==> config.mk <==
export PLATFORM = sky130hd
export DESIGN_NAME = jtdd_vtimer
export DESIGN_NICKNAME = d
export VERILOG_FILES = /design/src/rtl/jtdd_vtimer.sv
export SDC_FILE = /design/constraint.sdc
export NUM_CORES = 1
export LEC_CHECK = 0
export CAP_MARGIN = 15
export CORE_ASPECT_RATIO = 0.6
export CORE_UTILIZATION = 25
export CTS_BUF_LIST = sky130_fd_sc_hd__clkbuf_16
export DETAILED_ROUTE_END_ITERATION = 7
export SYNTH_ARGS = -nofsm -noshare
export SYNTH_HDL_FRONTEND = slang
export SYNTH_SLANG_ARGS = --single-unit
export TNS_END_PERCENT = 5
==> constraint.sdc <==
create_clock -name clk -period 4.05 [get_ports clk]
set_clock_uncertainty 0.2 [all_clocks]
set_input_delay 0.81 -clock clk [delete_from_list [all_inputs] [get_ports clk]]
set_output_delay 0.81 -clock clk [all_outputs]
set_load 0.01 [all_outputs]
==> src/rtl/jtdd_vtimer.sv <==
// Video timing generator: pixel/line counters, blanking and sync flags,
// CPU bus-phase strobes, line-compare interrupt and frame-start pulse.
module jtdd_vtimer #(
    parameter int unsigned HW       = 9,
    parameter int unsigned VW       = 9,
    parameter int unsigned HMAX     = 383,
    parameter int unsigned VMIN     = 8,
    parameter int unsigned VMAX     = 279,
    parameter int unsigned HB_START = 256,
    parameter int unsigned HB_END   = 0,
    parameter int unsigned HS_START = 309,
    parameter int unsigned HS_END   = 329,
    parameter int unsigned VB_START = 248,
    parameter int unsigned VB_END   = 8,
    parameter int unsigned VS_START = 258,
    parameter int unsigned VS_END   = 262,
    parameter int unsigned PHASES   = 6
) (
    input  logic              clk,
    input  logic              rst_n,
    input  logic              pxl_cen,
    input  logic              flip,
    input  logic [VW-1:0]     irq_line,
    output logic [HW-1:0]     HPOS,
    output logic [VW-1:0]     VPOS,
    output logic              HBL,
    output logic              VBL,
    output logic              HS,
    output logic              VS,
    output logic [PHASES-1:0] M,
    output logic              LIRQ,
    output logic              FRAME
);

    logic [HW-1:0]     hn;
    logic [HW-1:0]     hn_nx;
    logic [VW-1:0]     vn;
    logic [VW-1:0]     vn_nx;
    logic              wrap;
    logic              hbl_nx;
    logic              hs_nx;
    logic              vbl_nx;
    logic              vs_nx;
    logic              lirq_nx;
    logic              frame_nx;
    logic [PHASES-1:0] m_nx;

    // Next-state values for every register, applied on the next pixel enable
    always_comb begin
        wrap     = 1'b0;
        hn_nx    = hn;
        vn_nx    = vn;
        hbl_nx   = HBL;
        hs_nx    = HS;
        vbl_nx   = VBL;
        vs_nx    = VS;
        m_nx     = '0;
        lirq_nx  = 1'b0;
        frame_nx = 1'b0;

        wrap  = (hn == HW'(HMAX));
        hn_nx = wrap ? '0 : hn + HW'(1);
        if (wrap) begin
            vn_nx = (vn == VW'(VMAX)) ? VW'(VMIN) : vn + VW'(1);
        end

        // Set is evaluated last so it overrides a coincident clear
        if (hn_nx == HW'(HB_END)) hbl_nx = 1'b0;
        if (hn == HW'(HB_START))  hbl_nx = 1'b1;

        if (hn == HW'(HS_START))    hs_nx = 1'b1;
        else if (hn == HW'(HS_END)) hs_nx = 1'b0;

        if (wrap) begin
            if (vn_nx == VW'(VB_START))    vbl_nx = 1'b1;
            else if (vn_nx == VW'(VB_END)) vbl_nx = 1'b0;
        end

        if (hn == HW'(HS_START)) begin
            if (vn == VW'(VS_START))    vs_nx = 1'b1;
            else if (vn == VW'(VS_END)) vs_nx = 1'b0;
        end

        // One strobe per odd count; slot index is hn[3:1], unused slots stay low
        for (int k = 0; k < PHASES; k++) begin
            m_nx[k] = hn_nx[0] && (hn_nx[3:1] == 3'(k));
        end

        lirq_nx  = (hn == HW'(HB_START)) && (vn == irq_line);
        frame_nx = wrap && !VBL && vbl_nx;
    end

    // State registers; everything holds while pxl_cen is low
    always_ff @(posedge clk or negedge rst_n) begin
        if (!rst_n) begin
            hn    <= '0;
            vn    <= VW'(VMIN);
            HBL   <= 1'b0;
            VBL   <= 1'b0;
            HS    <= 1'b0;
            VS    <= 1'b0;
            M     <= '0;
            LIRQ  <= 1'b0;
            FRAME <= 1'b0;
        end else if (pxl_cen) begin
            hn    <= hn_nx;
            vn    <= vn_nx;
            HBL   <= hbl_nx;
            VBL   <= vbl_nx;
            HS    <= hs_nx;
            VS    <= vs_nx;
            M     <= m_nx;
            LIRQ  <= lirq_nx;
            FRAME <= frame_nx;
        end
    end

    // Flip mirrors the counters with no added latency
    assign HPOS = hn ^ {HW{flip}};
    assign VPOS = vn ^ {VW{flip}};

endmodule

==> impl_summary.txt <==
----------------------------------------------------
[Clock tree]
  Total clock sinks ... 30
  Clock transition at path regs ... 0.05 ns
  CTS buffer count ... 5
  Clock latency of the later-clocked register in the worst-skew pair ... 0.27 ns
  Post-cts sizing count ... 0
  CTS Root Buffer Type ... clkbuf_16
  CTS H-Tree Depth ... 2
  Cts-stage hold buffer count ... 0
  Max Root-Sink Buffers ... 2
  CTS tree ... yes
  Post-CTS Setup Repair Bufs ... 0

[Floorplan]
  Floorplan die height ... 74.6 um
  Starting Density ... 0.258
  Number of placement rows ... 26
  Standard cell core area ... 8520 um^2
  Die Width ... 123 um
  Count of boundary I/O pins ... 43
  Die Area ... 9180 um^2

[Timing]
  Slew @ Worst Pin ... 0.537 ns
  Post-route setup TNS ... 0 ns
  Relative slew margins ... 0.641
  Unrepaired setup endpoints after global routing ... false
  Timing-limited maximum frequency ... 290 MHz
  Final Hold Fails ... 0
  Number of endpoints failing setup at the final stage ... 0
  Clock period minus worst slack ... 3.45 ns
  Number of slew-limit violations in the final report ... 0
  Tcrit/Tclk final ... 0.852
  Final critical-path setup slack ... 0.598 ns

[Finish]
  Register Area ... 752 um^2
  Area added between synthesis and finish ... 28.6%
  Net count, final ... 292
  Count of filler cells inserted in the layout ... 889
  Area of the multi-input gates ... 1280 um^2
  Share of final-layout standard cells stronger than drive strength 1 ... 0.0836
  Antenna diode instance count ... 0
  Core occupancy in the finished layout ... 0.332
  Total non-filler cell area in the finished layout ... 2830 um^2

[Min path]
  Hold path endpoint ... FRAME$_DFFE_PN0P_
  Cell depth of the worst hold path ... 1
  Class of the worst hold path ... flop to flop
  Origin of the worst min-delay path ... VBL$_DFFE_PN0P_

[Route]
  Via count of the routed design ... 1,872
  Via density ... 4.84
  Detail Route Antenna Nets ... 0
  Per-cell routed wire length ... 14.8 um
  Final wirelength ... 5710 um
  Residual DRC count ... 0
  Detailed-router iteration count before antenna repair ... 4
  DRC marker count from the first detailed-route iteration ... 128

[Placed design]
  Setup Slack @ Placement ... 0.574 ns
  Instance area after placement ... 2660 um^2
  DP Wirelength ... 4230 um
  Quantity of I/O buffers inserted on ports ... 42
  Last weighted congestion value of the routability-driven placer ... 0.826

[Logic synthesis]
  Cell with the most instances after synthesis ... xor2_1
  Dominant combinational cell family by area after synthesis ... simple AND/OR/NAND/NOR gates
  Post-synthesis share of cell area spent on xor and xnor gates ... 0.175
  Synth Area in Simple Gates ... 0.233
  Synth unique cells ... 48
  Cell count after synthesis ... 244
  Compound-cell area share of the yosys netlist ... 0.127
  Most frequently used flop master after synthesis ... dfrtp_1
  Cell type contributing the most total cell area after synthesis ... dfrtp_1
  Part of the Yosys area used for sequential elements ... 0.342
  Share of the synthesized area in the top cell type ... 0.330
  Number of enable flip-flop cells after synthesis ... 0
  Async set-reset flop share out of synthesis ... 1.00
  Synthesized Nets ... 262
  Summed instance area of the synthesized netlist ... 2200 um^2
  Mean instance size in the synthesized netlist ... 9.01 um^2
  Post-synthesis sequential element count ... 30
  Yosys warning total ... 0
  Mux cell area share after synthesis ... 0.0165
  Post-Synth Adder-Cell Area ... 0.0285
  Most frequent cells after synthesis ... xor2_1 (30), dfrtp_1 (29), nand2_1 (23)
  Ranking of synthesized cells by area ... dfrtp_1 (33%), xor2_1 (12%), xnor2_1 (5.6%)

[Worst setup path]
  Endpoint required time on the critical path ... 3.04 ns
  Critical Path Sink Type ... primary output
  Worst Path Max Fanout ... 6
  Startpoint kind of the worst setup timing path ... input port
  R2R cell count ... 7
  Critical path data arrival time ... 2.44 ns
  Reg-to-Reg Start ... hn[0]$_DFFE_PN0P_
  R2R setup slack ... 1.35 ns
  Critical path class ... input port to primary output
  Capture point of the worst reg-to-reg path ... VBL$_DFFE_PN0P_

[Global routing]
  Met1 track demand over resource in global routing ... 0.207
  Largest net degree at the start of global routing ... 31
  Number of antenna violations at the first check in global routing ... 0
  Wire length of the first global-routing pass ... 9230 um
  GRT overflow ... 0
  Most congested layer reported by global routing ... met1
  Aggregate global-route resource usage ... 0.133
  Vias in the first global route ... 1,726
  Met3 track demand over resource ... 0.0470
  Met2 global-route usage ... 0.175

[Power]
  Worst voltage drop across the vdd grid ... 0.000148 V
  Leakage power figure ... 1.22 nW
  Pwr per Cell Area ... 433 nW/um^2
  PnR Total Power ... 1.23 mW

[Flow run]
  Max-cap viol count ... 0

[Status]
  Outcome ... finished, final reports clean

----------------------------------------------------
==> per-layer routing <==
metal,part of all wire,up-vias
met5,0,-
met4,0.0026,0
met3,0.077,2
met2,0.40,57
met1,0.52,898
li1,-,915
==> cell families after synthesis <==
kind of cell,count (synthesis)
AOI/OAI and AO/OA,42
xor gates and xnor gates,44
adders and majority gates,5
buffers and inverters,34
DFF,30
muxes,3
and+or+nand+nor,86
==> where the power goes <==
| group | switching [mW] | leakage, nW | internal [mW] |
|---|---|---|---|
| sequential | 0.116 | 0.394 | 0.341 |
| combinational | 0.161 | 0.742 | 0.187 |
| clock | 0.132 | 0.0836 | 0.287 |
==> worst max-delay path, cell delays in order <==
cell and delay, ns:
clkdlybuf4s50_1 0.65, buf_4 0.24, xor2_1 0.18, clkdlybuf4s50_1 0.56
==> metrics by stage <==
| step | hold slack (ns) | cells |
|---|---|---|
| 3_5_place_dp | 0.268 | 379 |
| 6_report | 0.271 | 387 |
| 2_1_floorplan | 0.299 | 244 |
| 5_1_grt | 0.322 | 387 |
| 3_3_place_gp | 0.268 | 379 |
| 4_1_cts | 0.274 | 387 |
==> how the worst max path moves through the flow <==
stage               startpoint  endpoint  slack, ns  cells past startpoint
global placement          flip   HPOS[6]       0.61                      4
finish                    flip   HPOS[7]       0.60                      4
CTS                       flip   HPOS[6]       0.57                      4
global route              flip   HPOS[6]       0.51                      4
floorplan                 flip   HPOS[0]       1.13                      3
detailed placement        flip   HPOS[6]       0.57                      4
==> layout make-up <==
cell class                      instances  share of cell area
Tap cell                              112              0.0496
Multi-Input combinational cell        180               0.452
Inverter                               11              0.0146
Clock buffer                            5              0.0443
Sequential cell                        30               0.266
Timing Repair Buffer                   46               0.159
Clock inverter                          3              0.0142
==> flip-flops by register name, summed over array words and instances, names as in the netlist <==
| register | count |
|---|---|
| LIRQ | 1 |
| FRAME | 1 |
| VBL | 1 |
| M | 6 |
| VS | 1 |
| HS | 1 |
| HBL | 1 |
| hn | 9 |
| vn | 9 |
==> placed cells by master, fill, tap and decap left out, types with 3 or more instances in the layout <==
cell type and n:
nand3_1 15, nand2_1 23, and3_1 6, clkdlybuf4s50_1 42
a21oi_1 6, xnor2_1 14, dfrtp_1 29, o21ai_0 15
nor4_1 3, clkbuf_16 5, o31ai_1 4, ha_1 5
nor3_1 7, nor4_4 3, a22o_1 3, xor2_1 30
buf_4 4, nor2_1 8, inv_1 11, nand4_1 11
No activity file was read; power rests on OpenSTA's default activity.
